$ cat src/rtl/mem_arbiter_if.sv
// -----------------------------------------------------------------------------
// mem_arbiter_if
// Bundles the two requester channels (inst, data), the shared memory request
// channel and the in-order memory read response channel of mem_arbiter.
//   slave  : the arbiter's view (takes requests, drives memory)
//   master : the surrounding system's view (requesters plus memory model)
// Member names keep the arbiter-side direction affixes so the signal names
// match the arbiter's documented pin list.
// -----------------------------------------------------------------------------
interface mem_arbiter_if;

    // inst requester
    logic        inst_valid_i;
    logic        inst_ready_o;
    logic [31:0] inst_addr_i;
    logic [31:0] inst_wdata_i;
    logic [3:0]  inst_wmask_i;
    logic [31:0] inst_rdata_o;
    logic        inst_rvalid_o;

    // data requester
    logic        data_valid_i;
    logic        data_ready_o;
    logic [31:0] data_addr_i;
    logic [31:0] data_wdata_i;
    logic [3:0]  data_wmask_i;
    logic [31:0] data_rdata_o;
    logic        data_rvalid_o;

    // shared memory port
    logic        mem_valid_o;
    logic        mem_ready_i;
    logic [31:0] mem_addr_o;
    logic [31:0] mem_wdata_o;
    logic [3:0]  mem_wmask_o;
    logic [31:0] mem_rdata_i;
    logic        mem_rvalid_i;

    modport slave (
        input  inst_valid_i, inst_addr_i, inst_wdata_i, inst_wmask_i,
        output inst_ready_o, inst_rdata_o, inst_rvalid_o,
        input  data_valid_i, data_addr_i, data_wdata_i, data_wmask_i,
        output data_ready_o, data_rdata_o, data_rvalid_o,
        output mem_valid_o, mem_addr_o, mem_wdata_o, mem_wmask_o,
        input  mem_ready_i, mem_rdata_i, mem_rvalid_i
    );

    modport master (
        output inst_valid_i, inst_addr_i, inst_wdata_i, inst_wmask_i,
        input  inst_ready_o, inst_rdata_o, inst_rvalid_o,
        output data_valid_i, data_addr_i, data_wdata_i, data_wmask_i,
        input  data_ready_o, data_rdata_o, data_rvalid_o,
        input  mem_valid_o, mem_addr_o, mem_wdata_o, mem_wmask_o,
        output mem_ready_i, mem_rdata_i, mem_rvalid_i
    );

endinterface : mem_arbiter_if

$ cat src/rtl/mem_arbiter.sv
// -----------------------------------------------------------------------------
// mem_arbiter
// Two-requester (inst, data) arbiter in front of a single memory port.
// - Combinational pass-through: at most one request per cycle, no added latency.
// - Data has priority over inst; a stalled grant is locked until accepted.
// - Every accepted read pushes a 1-bit source tag into a small FIFO; in-order
//   read responses pop that FIFO and are steered back to the tagged source.
// - A response arriving with no outstanding read is dropped and raises the
//   sticky err_o flag.
// Optional feature macro: MEM_ARB_STARVE_GUARD_EN
//   defined   : after StarveLimit consecutive data grants while inst is waiting,
//               inst wins the next arbitration.
//   undefined : data always wins; StarveLimit is unused.
// -----------------------------------------------------------------------------
module mem_arbiter #(
    parameter int unsigned DepthLog2   = 2,
    parameter int unsigned StarveLimit = 4
) (
    input  logic                clk_i,
    input  logic                rst_ni,
    mem_arbiter_if.slave        bus,
    output logic                err_o
);

    localparam int unsigned         Depth     = 32'd1 << DepthLog2;
    localparam logic [DepthLog2:0]  CountFull = Depth[DepthLog2:0];
    localparam logic [DepthLog2:0]  CountZero = {(DepthLog2 + 1){1'b0}};
    localparam logic [DepthLog2:0]  CountOne  = (DepthLog2 + 1)'(1'b1);
    localparam logic [DepthLog2-1:0] PtrZero  = {DepthLog2{1'b0}};
    localparam logic [DepthLog2-1:0] PtrOne   = DepthLog2'(1'b1);
    localparam logic                SrcInst   = 1'b0;
    localparam logic                SrcData   = 1'b1;

    // ---------------------------------------------------------------------
    // State
    // ---------------------------------------------------------------------
    logic                   tag_mem_r [Depth];
    logic [DepthLog2-1:0]   wr_ptr_r;
    logic [DepthLog2-1:0]   rd_ptr_r;
    logic [DepthLog2:0]     count_r;
    logic                   lock_r;
    logic                   lock_sel_r;
    logic                   err_r;

    // ---------------------------------------------------------------------
    // Combinational signals
    // ---------------------------------------------------------------------
    logic                   starve_s;
    logic                   sel_data_s;
    logic                   win_valid_s;
    logic [31:0]            win_addr_s;
    logic [31:0]            win_wdata_s;
    logic [3:0]             win_wmask_s;
    logic                   win_is_read_s;
    logic                   fifo_empty_s;
    logic                   pop_s;
    logic                   push_s;
    logic                   head_tag_s;
    logic                   track_full_s;
    logic                   read_blocked_s;
    logic                   mem_valid_s;
    logic                   grant_ready_s;
    logic                   accept_s;
    logic                   err_set_s;

    // ---------------------------------------------------------------------
    // Starvation guard
    // ---------------------------------------------------------------------
`ifdef MEM_ARB_STARVE_GUARD_EN
    localparam int unsigned     CntW      = $clog2(StarveLimit + 1);
    localparam logic [CntW-1:0] StarveMax = StarveLimit[CntW-1:0];
    localparam logic [CntW-1:0] CntZero   = {CntW{1'b0}};
    localparam logic [CntW-1:0] CntOne    = CntW'(1'b1);

    logic [CntW-1:0] starve_cnt_r;

    // Count consecutive accepted data grants while inst waits; any inst
    // acceptance or an idle inst requester restarts the count.
    always_ff @(posedge clk_i or negedge rst_ni) begin
        if (!rst_ni) begin
            starve_cnt_r <= CntZero;
        end else if (!bus.inst_valid_i || (accept_s && (sel_data_s == SrcInst))) begin
            starve_cnt_r <= CntZero;
        end else if (accept_s && (sel_data_s == SrcData) && (starve_cnt_r != StarveMax)) begin
            starve_cnt_r <= starve_cnt_r + CntOne;
        end
    end

    assign starve_s = bus.inst_valid_i && (starve_cnt_r >= StarveMax);
`else
    // Without the guard data priority is absolute.
    assign starve_s = 1'b0;
`endif

    // ---------------------------------------------------------------------
    // Tracking FIFO status
    // ---------------------------------------------------------------------
    assign fifo_empty_s = (count_r == CountZero);
    assign head_tag_s   = tag_mem_r[rd_ptr_r];
    assign pop_s        = rst_ni && bus.mem_rvalid_i && !fifo_empty_s;
    assign err_set_s    = bus.mem_rvalid_i && fifo_empty_s;
    // A pop in the same cycle frees a slot, so a full FIFO can still take a read.
    assign track_full_s = (count_r == CountFull) && !pop_s;

    // ---------------------------------------------------------------------
    // Arbitration
    // ---------------------------------------------------------------------
    // Pick the winner: a locked (stalled) grant holds, otherwise data beats
    // inst unless the starvation guard hands the slot to inst.
    always_comb begin
        sel_data_s = SrcInst;
        if (lock_r) begin
            sel_data_s = lock_sel_r;
        end else if (bus.data_valid_i && !starve_s) begin
            sel_data_s = SrcData;
        end else begin
            sel_data_s = SrcInst;
        end
    end

    // Multiplex the winning requester's request onto internal signals.
    always_comb begin
        win_valid_s = bus.inst_valid_i;
        win_addr_s  = bus.inst_addr_i;
        win_wdata_s = bus.inst_wdata_i;
        win_wmask_s = bus.inst_wmask_i;
        if (sel_data_s == SrcData) begin
            win_valid_s = bus.data_valid_i;
            win_addr_s  = bus.data_addr_i;
            win_wdata_s = bus.data_wdata_i;
            win_wmask_s = bus.data_wmask_i;
        end else begin
            win_valid_s = bus.inst_valid_i;
            win_addr_s  = bus.inst_addr_i;
            win_wdata_s = bus.inst_wdata_i;
            win_wmask_s = bus.inst_wmask_i;
        end
    end

    // Reads need a tracking slot; writes never produce a response and pass.
    assign win_is_read_s  = (win_wmask_s == 4'h0);
    assign read_blocked_s = win_is_read_s && track_full_s;
    assign mem_valid_s    = rst_ni && win_valid_s && !read_blocked_s;
    assign grant_ready_s  = rst_ni && bus.mem_ready_i && !read_blocked_s;
    assign accept_s       = mem_valid_s && bus.mem_ready_i;
    assign push_s         = accept_s && win_is_read_s;

    // Drive the memory request and the requester handshakes; the loser
    // always sees ready low.
    always_comb begin
        bus.mem_valid_o  = mem_valid_s;
        bus.mem_addr_o   = win_addr_s;
        bus.mem_wdata_o  = win_wdata_s;
        bus.mem_wmask_o  = 4'h0;
        bus.inst_ready_o = 1'b0;
        bus.data_ready_o = 1'b0;
        if (win_valid_s) begin
            bus.mem_wmask_o = win_wmask_s;
        end else begin
            bus.mem_wmask_o = 4'h0;
        end
        if (sel_data_s == SrcData) begin
            bus.data_ready_o = grant_ready_s;
        end else begin
            bus.inst_ready_o = grant_ready_s;
        end
    end

    // Route a popped response to its tagged source; rdata is zero whenever
    // the matching rvalid is low.
    always_comb begin
        bus.inst_rvalid_o = 1'b0;
        bus.data_rvalid_o = 1'b0;
        bus.inst_rdata_o  = 32'h0000_0000;
        bus.data_rdata_o  = 32'h0000_0000;
        if (pop_s && (head_tag_s == SrcData)) begin
            bus.data_rvalid_o = 1'b1;
            bus.data_rdata_o  = bus.mem_rdata_i;
        end else if (pop_s && (head_tag_s == SrcInst)) begin
            bus.inst_rvalid_o = 1'b1;
            bus.inst_rdata_o  = bus.mem_rdata_i;
        end else begin
            bus.inst_rvalid_o = 1'b0;
            bus.data_rvalid_o = 1'b0;
        end
    end

    // ---------------------------------------------------------------------
    // Sequential state
    // ---------------------------------------------------------------------
    // Hold the grant while the memory stalls a presented request.
    always_ff @(posedge clk_i or negedge rst_ni) begin
        if (!rst_ni) begin
            lock_r     <= 1'b0;
            lock_sel_r <= SrcInst;
        end else if (mem_valid_s && !bus.mem_ready_i) begin
            lock_r     <= 1'b1;
            lock_sel_r <= sel_data_s;
        end else begin
            lock_r     <= 1'b0;
            lock_sel_r <= SrcInst;
        end
    end

    // Tag FIFO storage and write pointer; reset discards outstanding tags.
    always_ff @(posedge clk_i or negedge rst_ni) begin
        if (!rst_ni) begin
            for (int i = 0; i < int'(Depth); i++) begin
                tag_mem_r[i] <= SrcInst;
            end
            wr_ptr_r <= PtrZero;
        end else if (push_s) begin
            tag_mem_r[wr_ptr_r] <= sel_data_s;
            wr_ptr_r            <= wr_ptr_r + PtrOne;
        end
    end

    // Tag FIFO read pointer, advanced on every routed response.
    always_ff @(posedge clk_i or negedge rst_ni) begin
        if (!rst_ni) begin
            rd_ptr_r <= PtrZero;
        end else if (pop_s) begin
            rd_ptr_r <= rd_ptr_r + PtrOne;
        end
    end

    // Occupancy: simultaneous push and pop leaves it unchanged.
    always_ff @(posedge clk_i or negedge rst_ni) begin
        if (!rst_ni) begin
            count_r <= CountZero;
        end else begin
            case ({push_s, pop_s})
                2'b10:   count_r <= count_r + CountOne;
                2'b01:   count_r <= count_r - CountOne;
                default: count_r <= count_r;
            endcase
        end
    end

    // Sticky error on a response that has no outstanding read.
    always_ff @(posedge clk_i or negedge rst_ni) begin
        if (!rst_ni) begin
            err_r <= 1'b0;
        end else if (err_set_s) begin
            err_r <= 1'b1;
        end
    end

    assign err_o = err_r;

endmodule : mem_arbiter

$ cat src/flat_wrapper.sv
// flat-port wrapper written by rule: the top's interface ports become plain ports
module mem_arbiter_flat 
#(
    parameter int unsigned DepthLog2   = 2,
    parameter int unsigned StarveLimit = 4
)
  (clk_i, rst_ni, err_o, bus_inst_valid_i, bus_inst_addr_i, bus_inst_wdata_i, bus_inst_wmask_i, bus_inst_ready_o, bus_inst_rdata_o, bus_inst_rvalid_o, bus_data_valid_i, bus_data_addr_i, bus_data_wdata_i, bus_data_wmask_i, bus_data_ready_o, bus_data_rdata_o, bus_data_rvalid_o, bus_mem_valid_o, bus_mem_addr_o, bus_mem_wdata_o, bus_mem_wmask_o, bus_mem_ready_i, bus_mem_rdata_i, bus_mem_rvalid_i);
  mem_arbiter_if bus_i ();
  input  logic clk_i;
  input  logic rst_ni;
  output logic err_o;
  input wire logic [$bits(bus_i.inst_valid_i)-1:0] bus_inst_valid_i;
  input wire logic [$bits(bus_i.inst_addr_i)-1:0] bus_inst_addr_i;
  input wire logic [$bits(bus_i.inst_wdata_i)-1:0] bus_inst_wdata_i;
  input wire logic [$bits(bus_i.inst_wmask_i)-1:0] bus_inst_wmask_i;
  output wire logic [$bits(bus_i.inst_ready_o)-1:0] bus_inst_ready_o;
  output wire logic [$bits(bus_i.inst_rdata_o)-1:0] bus_inst_rdata_o;
  output wire logic [$bits(bus_i.inst_rvalid_o)-1:0] bus_inst_rvalid_o;
  input wire logic [$bits(bus_i.data_valid_i)-1:0] bus_data_valid_i;
  input wire logic [$bits(bus_i.data_addr_i)-1:0] bus_data_addr_i;
  input wire logic [$bits(bus_i.data_wdata_i)-1:0] bus_data_wdata_i;
  input wire logic [$bits(bus_i.data_wmask_i)-1:0] bus_data_wmask_i;
  output wire logic [$bits(bus_i.data_ready_o)-1:0] bus_data_ready_o;
  output wire logic [$bits(bus_i.data_rdata_o)-1:0] bus_data_rdata_o;
  output wire logic [$bits(bus_i.data_rvalid_o)-1:0] bus_data_rvalid_o;
  output wire logic [$bits(bus_i.mem_valid_o)-1:0] bus_mem_valid_o;
  output wire logic [$bits(bus_i.mem_addr_o)-1:0] bus_mem_addr_o;
  output wire logic [$bits(bus_i.mem_wdata_o)-1:0] bus_mem_wdata_o;
  output wire logic [$bits(bus_i.mem_wmask_o)-1:0] bus_mem_wmask_o;
  input wire logic [$bits(bus_i.mem_ready_i)-1:0] bus_mem_ready_i;
  input wire logic [$bits(bus_i.mem_rdata_i)-1:0] bus_mem_rdata_i;
  input wire logic [$bits(bus_i.mem_rvalid_i)-1:0] bus_mem_rvalid_i;
  assign bus_i.inst_valid_i = bus_inst_valid_i;
  assign bus_i.inst_addr_i = bus_inst_addr_i;
  assign bus_i.inst_wdata_i = bus_inst_wdata_i;
  assign bus_i.inst_wmask_i = bus_inst_wmask_i;
  assign bus_inst_ready_o = bus_i.inst_ready_o;
  assign bus_inst_rdata_o = bus_i.inst_rdata_o;
  assign bus_inst_rvalid_o = bus_i.inst_rvalid_o;
  assign bus_i.data_valid_i = bus_data_valid_i;
  assign bus_i.data_addr_i = bus_data_addr_i;
  assign bus_i.data_wdata_i = bus_data_wdata_i;
  assign bus_i.data_wmask_i = bus_data_wmask_i;
  assign bus_data_ready_o = bus_i.data_ready_o;
  assign bus_data_rdata_o = bus_i.data_rdata_o;
  assign bus_data_rvalid_o = bus_i.data_rvalid_o;
  assign bus_mem_valid_o = bus_i.mem_valid_o;
  assign bus_mem_addr_o = bus_i.mem_addr_o;
  assign bus_mem_wdata_o = bus_i.mem_wdata_o;
  assign bus_mem_wmask_o = bus_i.mem_wmask_o;
  assign bus_i.mem_ready_i = bus_mem_ready_i;
  assign bus_i.mem_rdata_i = bus_mem_rdata_i;
  assign bus_i.mem_rvalid_i = bus_mem_rvalid_i;
  mem_arbiter #(.DepthLog2(DepthLog2), .StarveLimit(StarveLimit)) u_core (.clk_i(clk_i), .rst_ni(rst_ni), .bus(bus_i), .err_o(err_o));
endmodule
$ cat config.mk
export PLATFORM = sky130hd
export DESIGN_NAME = mem_arbiter_flat
export DESIGN_NICKNAME = d
export VERILOG_FILES = /design/src/rtl/mem_arbiter_if.sv /design/src/rtl/mem_arbiter.sv /design/src/flat_wrapper.sv
export SDC_FILE = /design/constraint.sdc
export NUM_CORES = 1
export LEC_CHECK = 0
export ABC_AREA = 1
export BUFFER_PORTS_ARGS = -buffer_cell sky130_fd_sc_hd__buf_2
export CORE_AREA = 2 2 121 123
export DETAILED_ROUTE_END_ITERATION = 10
export DIE_AREA = 0 0 123 125
export PLACE_DENSITY = 0.54
export SYNTH_ARGS = -nofsm -noshare
export SYNTH_HDL_FRONTEND = slang
export SYNTH_SLANG_ARGS = --single-unit
export TNS_END_PERCENT = 100
$ cat constraint.sdc
create_clock -name clk_i -period 5.5 [get_ports clk_i]
set_input_delay 0.55 -clock clk_i [delete_from_list [all_inputs] [get_ports clk_i]]
set_output_delay 0.55 -clock clk_i [all_outputs]
set_load 0.1 [all_outputs]
Yosys cells after proc, flatten, opt, wreduce, memory -nomap -nowiden
Index checks and enable logic that the tools add are counted.
{"block": "word_totals", "register_bits": 14, "out_inout_bits": 138}
{"block": "op_classes", "addsub": 4, "eq_ne": 3, "n_mux": 24, "bitwise_logic": 3, "reduce_logical": 22, "magnitude_cmp": 3}
{"cell": "two-way mux 32 bit", "count": 5}
{"cell": "logical AND 1 bit", "count": 15}
{"cell": "two-way mux 1 bit", "count": 13}
{"cell": "two-way mux 4 bit", "count": 2}
{"cell": "greater-or-equal comparator 3 bit (second input constant)", "count": 2}
{"cell": "NOT 2 -> 3 bit", "count": 2}
{"cell": "one-hot mux 3 bit (2 select lines)", "count": 1}
{"cell": "adder 2 x 1 -> 2 bit (second input constant)", "count": 2}
{"cell": "bitwise mux 4 bit", "count": 1}
{"cell": "zero test 1 bit", "count": 4}
{"cell": "zero test 4 bit", "count": 1}
{"cell": "adder 3 x 1 -> 3 bit (second input constant)", "count": 1}
{"cell": "equality test 3 bit (second input constant)", "count": 1}
{"cell": "zero test 3 bit", "count": 1}
{"cell": "less-than comparator 3 x 1 -> 1 bit (second input constant)", "count": 1}
{"cell": "subtractor 3 x 1 -> 3 bit (second input constant)", "count": 1}
{"cell": "binary-select mux 1 bit (select 2 bit)", "count": 1}
{"cell": "demux 1 bit (select 2 bit)", "count": 1}
{"cell": "equality test 2 x 1 -> 1 bit (second input constant)", "count": 1}
{"cell": "equality test 2 bit (second input constant)", "count": 1}
{"cell": "nonzero test 2 bit", "count": 1}
{"cell": "NOT 1 bit", "count": 1}

Logic depth before layout (Yosys ltp)
Gate-level depths: netlist of run 1.
{"block": "logic_depth", "depth_word": 12, "mapped_depth": 15, "depth_no_buf": 14}

Worst setup path before layout of run 1
OpenSTA, ideal clock, no wires.
{"block": "synth_timing", "path_type": "input port to output port", "startpoint": "input port rst_ni", "endpoint": "output port bus_data_rdata_o[10]", "setup_slack_ns": 1.110, "stages": 7, "arrival_ns": 3.840, "t_required_ns": 4.950, "n_path_buf": 1, "cell_sequence": "nand2_1 -> inv_1 -> o21ai_0 -> nor2_1 -> inv_1 -> buf_2 -> nor2_1"}
{"block": "synth_via", "elab_chain_cells": 4}
{"item": "start: declaration", "line": "flat_wrapper.sv:10", "source": "input logic rst_ni;"}
{"item": "logical AND 1 bit (2 in series)", "line": "mem_arbiter.sv:100", "source": "assign pop_s = rst_ni && bus.mem_rvalid_i && !fifo_empty_s;"}
{"item": "logical AND 1 bit", "line": "mem_arbiter.sv:176", "source": "if (pop_s && (head_tag_s == SrcData)) begin"}
{"item": "two-way mux 32 bit", "line": "mem_arbiter.sv:176"}
{"item": "end: declaration", "line": "flat_wrapper.sv:24", "source": "output wire logic [$bits(bus_i.data_rdata_o)-1:0] bus_data_rdata_o;"}
Every way passes these cells.

Final worst setup path of run 1
{"block": "layout_timing", "startpoint": "input port rst_ni", "endpoint": "output port bus_inst_rdata_o[13]"}
{"block": "layout_via", "elab_chain_cells": 5, "word_cells_on_any_way": 6, "classes_between": "mux: 2; reduce/logical: 4"}
{"item": "logical AND 1 bit * (2 in series)", "line": "mem_arbiter.sv:100"}
{"item": "named net u_core.pop_s", "line": "mem_arbiter.sv:56", "source": "logic pop_s;"}
{"item": "logical AND 1 bit", "line": "mem_arbiter.sv:179", "source": "end else if (pop_s && (head_tag_s == SrcInst)) begin"}
{"item": "two-way mux 32 bit", "line": "mem_arbiter.sv:179"}
{"item": "two-way mux 32 bit *", "line": "mem_arbiter.sv:176"}
{"item": "end: declaration", "line": "flat_wrapper.sv:17", "source": "output wire logic [$bits(bus_i.inst_rdata_o)-1:0] bus_inst_rdata_o;"}
Mark *: on every way through the listed nets, which the timed path passes. The rest lies on a longest branch.

==> flow_summary.ini, run 1 <==
[setup_path]
arrival_ns = 2.64
critPathMaxStageDelay_ns = 0.58
endpoint_kind = output pin
worstPathCellList = buf_2 -> nand2_1 -> inv_1 -> o21ai_0 -> inv_1 -> nand2_1 -> nor2_1 -> buf_2
cp_slowest_cell = nand2_1
worstPathRequired_ns = 4.95
cp_num_buf_inv = 4
critPathTopFamily = simple AND/OR/NAND/NOR gates
crit_fanout = 33
start_kind = primary input
reg2reg_setup_slack_ns = 2.64
crit_type = in -> out

[placement]
portBuffers = 311
pre_cts_ws_ns = 2.315
dpl.cell_count = 916
gp_congestion = 0.8210
dp_hpwl_mm = 7.661

[sta]
skew_ns = 0.001407
worst_pin_slew_ns = 1.028
period_share_pct = 58.02
hold_ws_ns = 0.2135
fmax_ghz = 0.3134
hold_viol = 0
rsz0062_at_grt = no
setup_ws_ns = 2.309
post-route-min-period_ns = 3.191
slew_viol_final = 0
finalSetupTns_ns = 0
relSlewSlack_pct = 31.30
finalSetupViolations = 0

[global_route]
grt_use_total_pct = 10.19
grt_pass1_vias = 2796
grt_pass1_wl_mm = 12.84
grt.met3_usage_pct = 0.9580
grt_use_met2_pct = 19.43
top_usage_layer = met2
antenna_found_initial = 0
grt_overflow = 0
grt_start_max_net_pins = 74
use_met1_pct = 11.91

[cells_and_area]
nFillCells = 1660
regArea_um2 = 350.3
layout.nets = 917
multi_input_area_um2 = 1430
layoutNonFillerInstCount = 920
antenna_cells = 0
drive_above_1_share_pct = 44.29
syn_to_final_growth_pct = 84.32

[cts]
cts_buffer_depth = 2
clock_latency_ns = 0.24
cts_buffers = 3
postCtsSetupBuffers = 0
clk_pin_slew_worst_paths_ns = 0.05
cts.sinks = 14
cts_tree = built
ctsHoldBuffers = 0
post_cts_resized = 0
cts_root_buf = clkbuf_16
cts.htree.levels = 1

[die]
fp.dieArea_um2 = 15380
fp.dieW_um = 123
coreArea_um2 = 14200
io_pins = 312
fp.dieH_um = 125
initial_core_util_pct = 14.94
rows = 44

[power_and_ir_drop]
p_total_mw = 1.593
ir_drop_mv = 0.1298
powerDensity_nw_per_um2 = 407.3
power.leakage_nw = 2.809

[drt]
detail_route.wl_per_cell_um = 9.909
firstDrtPassIters = 4
vias = 3431
wl_mm = 9.116
ant_nets = 0
viasPerCell = 3.729
first_iter_violations = 106
drc = 0

[logic_synthesis]
seq_area_frac_synth_pct = 16.51
ys_seq_elements = 14
yosys_warnings = 0
syn_avg_cell_area_um2 = 4.812
syn_area_um2 = 2122
synthDistinctLibCells = 24
syn-num-nets = 621
synthCells = 441

[outcome]
status = completed

[worst_hold_path]
hp-class = in -> async

[job]
cap_violations = 0
==> stage by stage <==
step	area [um^2]	util (%)
2_1_floorplan	2122	-
3_3_place_gp	3822	26.91
3_5_place_dp	3822	26.91
4_1_cts	3911	27.54
5_1_grt	3911	27.54
6_report	3911	27.54
==> placed cells by master, fill, tap and decap left out, drive strengths merged, types with 4 or more instances in the layout <==
cell and count:
nand3 5, nor2 84, nand2 224, o21bai 4
ha 5, o21ai 6, clkbuf 4, inv 66
buf 312, dfrtp 14
==> state kept, by name, summed over array words and instances (netlist names) <==
name,count
u_core.lock_sel_r,1
u_core.count_r,3
u_core.err_o,1
u_core.wr_ptr_r,2
u_core.tag_mem_r,4
u_core.lock_r,1
u_core.rd_ptr_r,2
==> synth_stat cells (all sizes together) <==
| library cell | n | area share, % |
|---|---|---|
| a21oi | 3 | 0.71 |
| a31o | 1 | 0.41 |
| buf | 14 | 3.3 |
| clkbuf | 7 | 1.2 |
| dfrtp | 14 | 17 |
| fa | 1 | 0.94 |
| ha | 5 | 2.9 |
| inv | 66 | 12 |
| nand2 | 224 | 40 |
| nand3 | 5 | 1.2 |
| nand3b | 1 | 0.35 |
| nand4 | 1 | 0.59 |
| nor2 | 84 | 15 |
| nor3 | 1 | 0.24 |
| o21ai | 6 | 1.4 |
| o21bai | 4 | 1.4 |
| xnor2 | 1 | 0.41 |
| xor2 | 3 | 1.2 |
==> metal layers <==
layer | part of all wire, % | routed length [um]
met1 | 42 | 3819
met5 | 0 | 0
met2 | 51 | 4635
met3 | 6.2 | 569
met4 | 1.0 | 91
==> cell type report <==
class | count | area share (%)
Sequential cell | 14 | 8.957
Inverter | 66 | 6.334
Tap cell | 184 | 5.886
Clock buffer | 4 | 2.271
Timing Repair Buffer | 312 | 39.99
Multi-Input combinational cell | 340 | 36.56
==> logic make-up (layout without fill, tap and decap cells) <==
logic type	Yosys count	after routing	share of synthesized area [%]
AO/OA/AOI/OAI	14	14	3.950
XOR/XNOR	4	4	1.651
adder cells (fa/ha/maj)	6	6	3.892
buffers and inverters	87	382	16.21
flip-flops	14	14	16.51
AND/OR/NAND/NOR	316	316	57.78
==> power breakdown <==
group	internal (mW)	switching, mW	total (mW)	leakage [nW]
Clock	0.110	0.0431	0.153	0.0442
Sequential	0.134	0.0239	0.158	0.151
Combinational	0.198	1.08	1.28	2.61
==> final timing paths <==
check / from / to / cells after the start
max in group asynchronous: rst_ni / u_core.wr_ptr_r[0] / 1
min: rst_ni / u_core.err_o / 1
min in group clk_i: u_core.err_o / u_core.err_o / 1
max reg2reg: u_core.lock_r / u_core.count_r[1] / 12
min reg2reg: u_core.err_o / u_core.err_o / 1
max: rst_ni / bus_inst_rdata_o[13] / 8
==> worst register-to-register path: stages (launching register included) <==
cell	delay (ns)
dfrtp_1	0.40
inv_2	0.07
nand2_2	0.08
nand2_4	0.55
nand2_1	0.10
nand2_1	0.11
nand2_1	0.07
nor2_2	0.14
nand4_2	0.27
ha_1	0.31
inv_1	0.09
fa_1	0.41
o21ai_0	0.18
Note: power is estimated with default switching activity, not from simulation.
==> run 2: changes to the inputs <==
ABC_AREA = 0   (was 1)
PLACE_DENSITY = 0.55   (was 0.54)
clock period = 2.7 ns   (was 5.5 ns; I/O delays follow)
==> run 2 against run 1 <==
Effect of this change:
- wire length is 8.9% higher
- first-iteration DRC count grew 39%
- power is 76% higher
- sequential share of layout area decreased by 1.3 points
==> flow_summary.ini, run 2 <==
[outcome]
status = completed

[logic_synthesis]
ys_async_sr_fraction_pct = 100.0
synth_common_cells = 202 x nand2_1, 33 x and2_1, 32 x and3_1, 14 x clkbuf_1, 14 x dfrtp_1
seq_area_frac_synth_pct = 16.44
synth.most_common_cell = nand2_1
syn_area_um2 = 2131
syn-num-nets = 547
ys_seq_elements = 14
synth_edf_count = 0
synthCells = 367
synthFlopType = dfrtp_1
yosys.area.top_type_share_pct = 35.58
syn_avg_cell_area_um2 = 5.806
synthDistinctLibCells = 32
synth.top_cells.by_area = nand2_1 36%, dfrtp_1 16%, and2_1 9.7%
yosys_warnings = 0
synth_area_leader_cell = nand2_1

[placement]
dp_hpwl_mm = 8.170
portBuffers = 311
gp_congestion = 0.8065

[sta]
slew_viol_final = 0
hold_viol = 0
period_share_pct = 93.65
post-route-min-period_ns = 2.528
relSlewSlack_pct = 52.97
finalSetupViolations = 0
fmax_ghz = 0.3955
finalSetupTns_ns = 0
hold_ws_ns = 0.2575
skew_ns = 0.001030
rsz0062_at_grt = no
worst_pin_slew_ns = 0.7055

[setup_path]
crit_type = reg -> out
crit_fanout = 73
start_kind = register
arrival_ns = 2.26
endpoint_kind = output pin
worstPathRequired_ns = 2.43

[cells_and_area]
syn_to_final_growth_pct = 114.9
largest_reg_flops = 4
reg_top3 = u_core.tag_mem_r (4), u_core.count_r (3)
drive_above_1_share_pct = 50.53
top_register = u_core.tag_mem_r
layout.nets = 847
post-route-util_pct = 32.23
final_cell_mix = 272 x buf_2, 202 x nand2_1, 40 x buf_12, 33 x and2_1, 32 x and3_1
antenna_cells = 0
layout_commonest_cell = buf_2

[cts]
cts_root_buf = clkbuf_16
cts_buffer_depth = 2
clk_pin_slew_worst_paths_ns = 0.05
clock_latency_ns = 0.24
post_cts_resized = 0
cts.sinks = 14
cts_tree = built
cts.htree.levels = 1
cts_buffers = 3

[drt]
first_iter_violations = 147
vias = 3326
drc = 0
firstDrtPassIters = 4
viasPerCell = 3.918
ant_nets = 0
detail_route.wl_per_cell_um = 11.69
wl_mm = 9.925

[power_and_ir_drop]
p_total_mw = 2.805
power.leakage_nw = 2.812
ir_drop_mv = 0.3854
powerDensity_nw_per_um2 = 612.6

[die]
coreArea_um2 = 14200
fp.dieArea_um2 = 15380
io_pins = 312
initial_core_util_pct = 15.00
fp.dieH_um = 125
rows = 44
fp.dieW_um = 123

[global_route]
grt_pass1_vias = 2894
antenna_found_initial = 0
grt_use_total_pct = 11.39
grt_overflow = 0
grt_start_max_net_pins = 74
grt_pass1_wl_mm = 14.36

[worst_hold_path]
hp-class = in -> reg

[job]
cap_violations = 0
==> run 2: cell types whose count changed after synthesis, sizes merged, moves of 5 or more <==
cell | previous run | this run
nor2 | 84 | 5
inv | 66 | 12
and2 | 0 | 33
and3 | 0 | 32
nand2 | 224 | 202
clkbuf | 7 | 14
mux2 | 0 | 6
nor4 | 0 | 6
nand3 | 5 | 0
o21ai | 6 | 1
==> run 2: path summary, 6_finish.rpt <==
kind	startpoint	slack, ns	endpoint	cells after the start
min in group asynchronous	rst_ni	0.52	u_core.rd_ptr_r[0]	3
hold / removal	bus_mem_ready_i	0.26	u_core.lock_r	2
setup / recovery	u_core.lock_r	0.17	bus_mem_wmask_o[2]	5
setup reg to reg	u_core.count_r[1]	0.35	u_core.count_r[2]	10
hold reg to reg	u_core.err_o	0.45	u_core.err_o	1
max in group asynchronous	rst_ni	2.00	u_core.lock_sel_r	3
==> run 2: cells by family (layout without fill, tap and decap cells) <==
| family | count (synthesis) | in the layout | share of synthesized area [%] |
|---|---|---|---|
| XOR/XNOR | 6 | 6 | 2.466 |
| adder cells (fa/ha/maj) | 6 | 6 | 3.876 |
| multiplexers | 10 | 10 | 6.400 |
| flip-flops | 14 | 14 | 16.44 |
| buffers and inverters | 36 | 334 | 6.929 |
| AND/OR/NAND/NOR | 284 | 284 | 60.07 |
| AO/OA/AOI/OAI | 11 | 11 | 3.817 |
==> run 2: critical path, cell delays in order, from the launching register on <==
cell and delay [ns]:
dfrtp_1 0.44, mux2_4 0.26, buf_4 0.57, nand2_1 0.15, a21oi_2 0.16, buf_2 0.43
==> run 2: final cells by class <==
| cell class | count | area (um^2) |
|---|---|---|
| Sequential cell | 14 | 350.3 |
| Clock buffer | 3 | 75.07 |
| Tap cell | 184 | 230.2 |
| Fill cell | 1508 | 9625 |
| Timing Repair Buffer | 319 | 2217 |
| Multi-Input combinational cell | 317 | 1660 |
| Inverter | 12 | 45.04 |
==> run 2: repair_timing <==
action / CTS / global route
endpoints found under the hold margin: 14 / 0
hold buffers: 1 / 0
endpoints found under the setup margin: 0 / 0
buffers inserted: 0 / 0
==> run 2: per-layer routing <==
layer / wire, um / part of all wire, % / global-route usage (%)
met1: 4213 / 42 / 14.81
met2: 4932 / 50 / 20.77
met3: 720 / 7.3 / 0.8668
met4: 59 / 0.59 / 1.604
met5: 0 / 0 / 0
==> run 2: where the power goes <==
group          internal, mW  switching, mW
logic                 0.547           1.64
clock network         0.194         0.0832
registers             0.279         0.0590
==> run 2: per-stage QoR <==
stage | instances | setup WS, ns | area (um^2)
2_1_floorplan | 367 | 0.006877 | 2146
3_3_place_gp | 845 | 0.4005 | 4493
3_5_place_dp | 845 | 0.3516 | 4493
4_1_cts | 849 | 0.1443 | 4578
5_1_grt | 849 | 0.005920 | 4578
6_report | 849 | 0.1715 | 4578
==> run 3: changes to the inputs <==
ABC_AREA = not set   (was 0)
CORE_AREA = 2 2 122 124   (was 2 2 121 123)
DIE_AREA = 0 0 124 126   (was 0 0 123 125)
PLACE_DENSITY = 0.53   (was 0.55)
clock period = 3 ns   (was 2.7 ns; I/O delays follow)
==> run 3 against run 2 <==
Effect of this change:
- critical path depth stayed put
- cell area shrank 1.6%
- combinational power is 10% lower
- count of clock-buffer cells in the layout rose by 1
- largest power group unchanged
- highest routed layer unchanged
- power fell by 9.0%
- non-clock buffer count unchanged
- sequential share of layout area up 0.12 points
- wire length grew 18%
- clock power barely moved
==> flow_summary.ini, run 3 (synthesis gave the netlist of run 2 again) <==
[sta]
relSlewSlack_pct = 51.76
worst_pin_slew_ns = 0.7236
rsz0062_at_grt = no
finalSetupViolations = 0
hold_viol = 0
setup_ws_ns = 0.3809
skew_ns = 0.001253
fmax_ghz = 0.3818
post-route-min-period_ns = 2.619
finalSetupTns_ns = 0
period_share_pct = 87.30
slew_viol_final = 0

[cts]
ctsHoldBuffers = 0
cts_tree = built
cts.htree.levels = 1
clk_pin_slew_worst_paths_ns = 0.05
post_cts_resized = 0
postCtsSetupBuffers = 0
cts.sinks = 14
cts_buffers = 3
cts_buffer_depth = 2
cts_root_buf = clkbuf_16
clock_latency_ns = 0.24

[die]
initial_core_util_pct = 14.89
rows = 44
fp.dieArea_um2 = 15620
fp.dieW_um = 124
fp.dieH_um = 126
coreArea_um2 = 14310
io_pins = 312

[cells_and_area]
layout.nets = 847
syn_to_final_growth_pct = 111.5
reg_top3 = u_core.tag_mem_r (4), u_core.count_r (3)
layout_commonest_cell = buf_2
largest_reg_flops = 4
drive_above_1_share_pct = 50.15
top_register = u_core.tag_mem_r
final_cell_mix = 276 x buf_2, 202 x nand2_1, 35 x buf_12, 33 x and2_1, 32 x and3_1
nFillCells = 1608

[drt]
viasPerCell = 3.993
vias = 3402
wl_mm = 11.76
ant_nets = 0
firstDrtPassIters = 5
drc = 0
first_iter_violations = 87
detail_route.wl_per_cell_um = 13.80

[global_route]
grt_overflow = 0
grt_pass1_vias = 2941
grt_use_total_pct = 13.61
antenna_found_initial = 2
grt_pass1_wl_mm = 16.52
grt_start_max_net_pins = 74

[setup_path]
cp_slowest_cell = buf_4
worstPathRequired_ns = 2.70
endpoint_kind = output pin
cp_common_cell = nand2_1
crit_type = reg -> out
critPathMaxStageDelay_ns = 0.56
start_kind = register
worstPathCellList = mux2_4 -> buf_4 -> nand2_1 -> nand2_1 -> buf_2
arrival_ns = 2.32
crit_fanout = 73

[power_and_ir_drop]
ir_drop_mv = 0.3843
powerDensity_nw_per_um2 = 566.1
power.leakage_nw = 2.794

[outcome]
status = completed

[job]
cap_violations = 0

[placement]
pre_cts_ws_ns = 0.6253
portBuffers = 311
gp_congestion = 0.8340
dp_hpwl_mm = 10.05

[worst_hold_path]
hp-class = in -> async
-- run 3: cell count changes in the layout (fill, tap and decap cells not counted) --
cell / change
diode_2: +2
buf_12: -5
a21oi_1: +4
buf_4: +2
buf_2: +4
clkbuf_8: +1
a21oi_2: -4
dlygate4sd3_1: -1
-- run 3: metal layers --
layer,vias to the layer above,part of all wire [%],GRT usage (%)
met5,-,0,0
met4,0,1.5,2.445
met3,8,8.7,2.310
met2,153,51,25.53
met1,1486,39,16.13
li1,1755,-,-
-- run 3: worst max-delay path: cells and delay by family, from the launching register on --
family / cells / cell delay [ns]
buffers and inverters: 2 / 1.02
flip-flops: 1 / 0.44
AND/OR/NAND/NOR: 2 / 0.29
multiplexers: 1 / 0.26
-- run 3: through the flow --
step	hold WS [ns]	instances	utilization, %	instance area, um^2	power (mW)
detailed placement	0.2840	846	30.83	4413	2.291
global placement	0.2847	846	30.83	4413	2.279
CTS	0.02297	850	31.45	4502	2.580
global route	0.04296	852	31.49	4507	2.684
floorplan	0.004409	367	-	2131	1.751
finish	0.01713	852	31.49	4507	2.551
-- run 3: path summary, 6_finish.rpt --
kind	startpoint	to	slack, ns	cells after the start
hold reg to reg	u_core.err_o	u_core.err_o	0.46	1
setup reg to reg	u_core.count_r[0]	u_core.count_r[2]	0.64	10
setup / recovery	u_core.lock_r	bus_mem_addr_o[9]	0.38	5
min in group clk_i	bus_mem_ready_i	u_core.lock_r	0.30	2
hold / removal	rst_ni	u_core.err_o	0.02	2
max in group asynchronous	rst_ni	u_core.lock_r	2.80	2
-- run 3: layout make-up --
cell class | count | area, um^2 | share of cell area [%]
Antenna cell | 2 | 5.005 | 0.1110
Clock buffer | 4 | 88.84 | 1.971
Inverter | 12 | 45.04 | 0.9994
Multi-Input combinational cell | 317 | 1645 | 36.51
Sequential cell | 14 | 350.3 | 7.773
Tap cell | 184 | 230.2 | 5.108
Timing Repair Buffer | 319 | 2142 | 47.53
-- run 3: power by group --
part	leakage (nW)	internal, mW	switching [mW]
clock network	0.0442	0.202	0.0775
registers	0.173	0.251	0.0534
logic	2.58	0.472	1.50
total	2.79	0.925	1.63
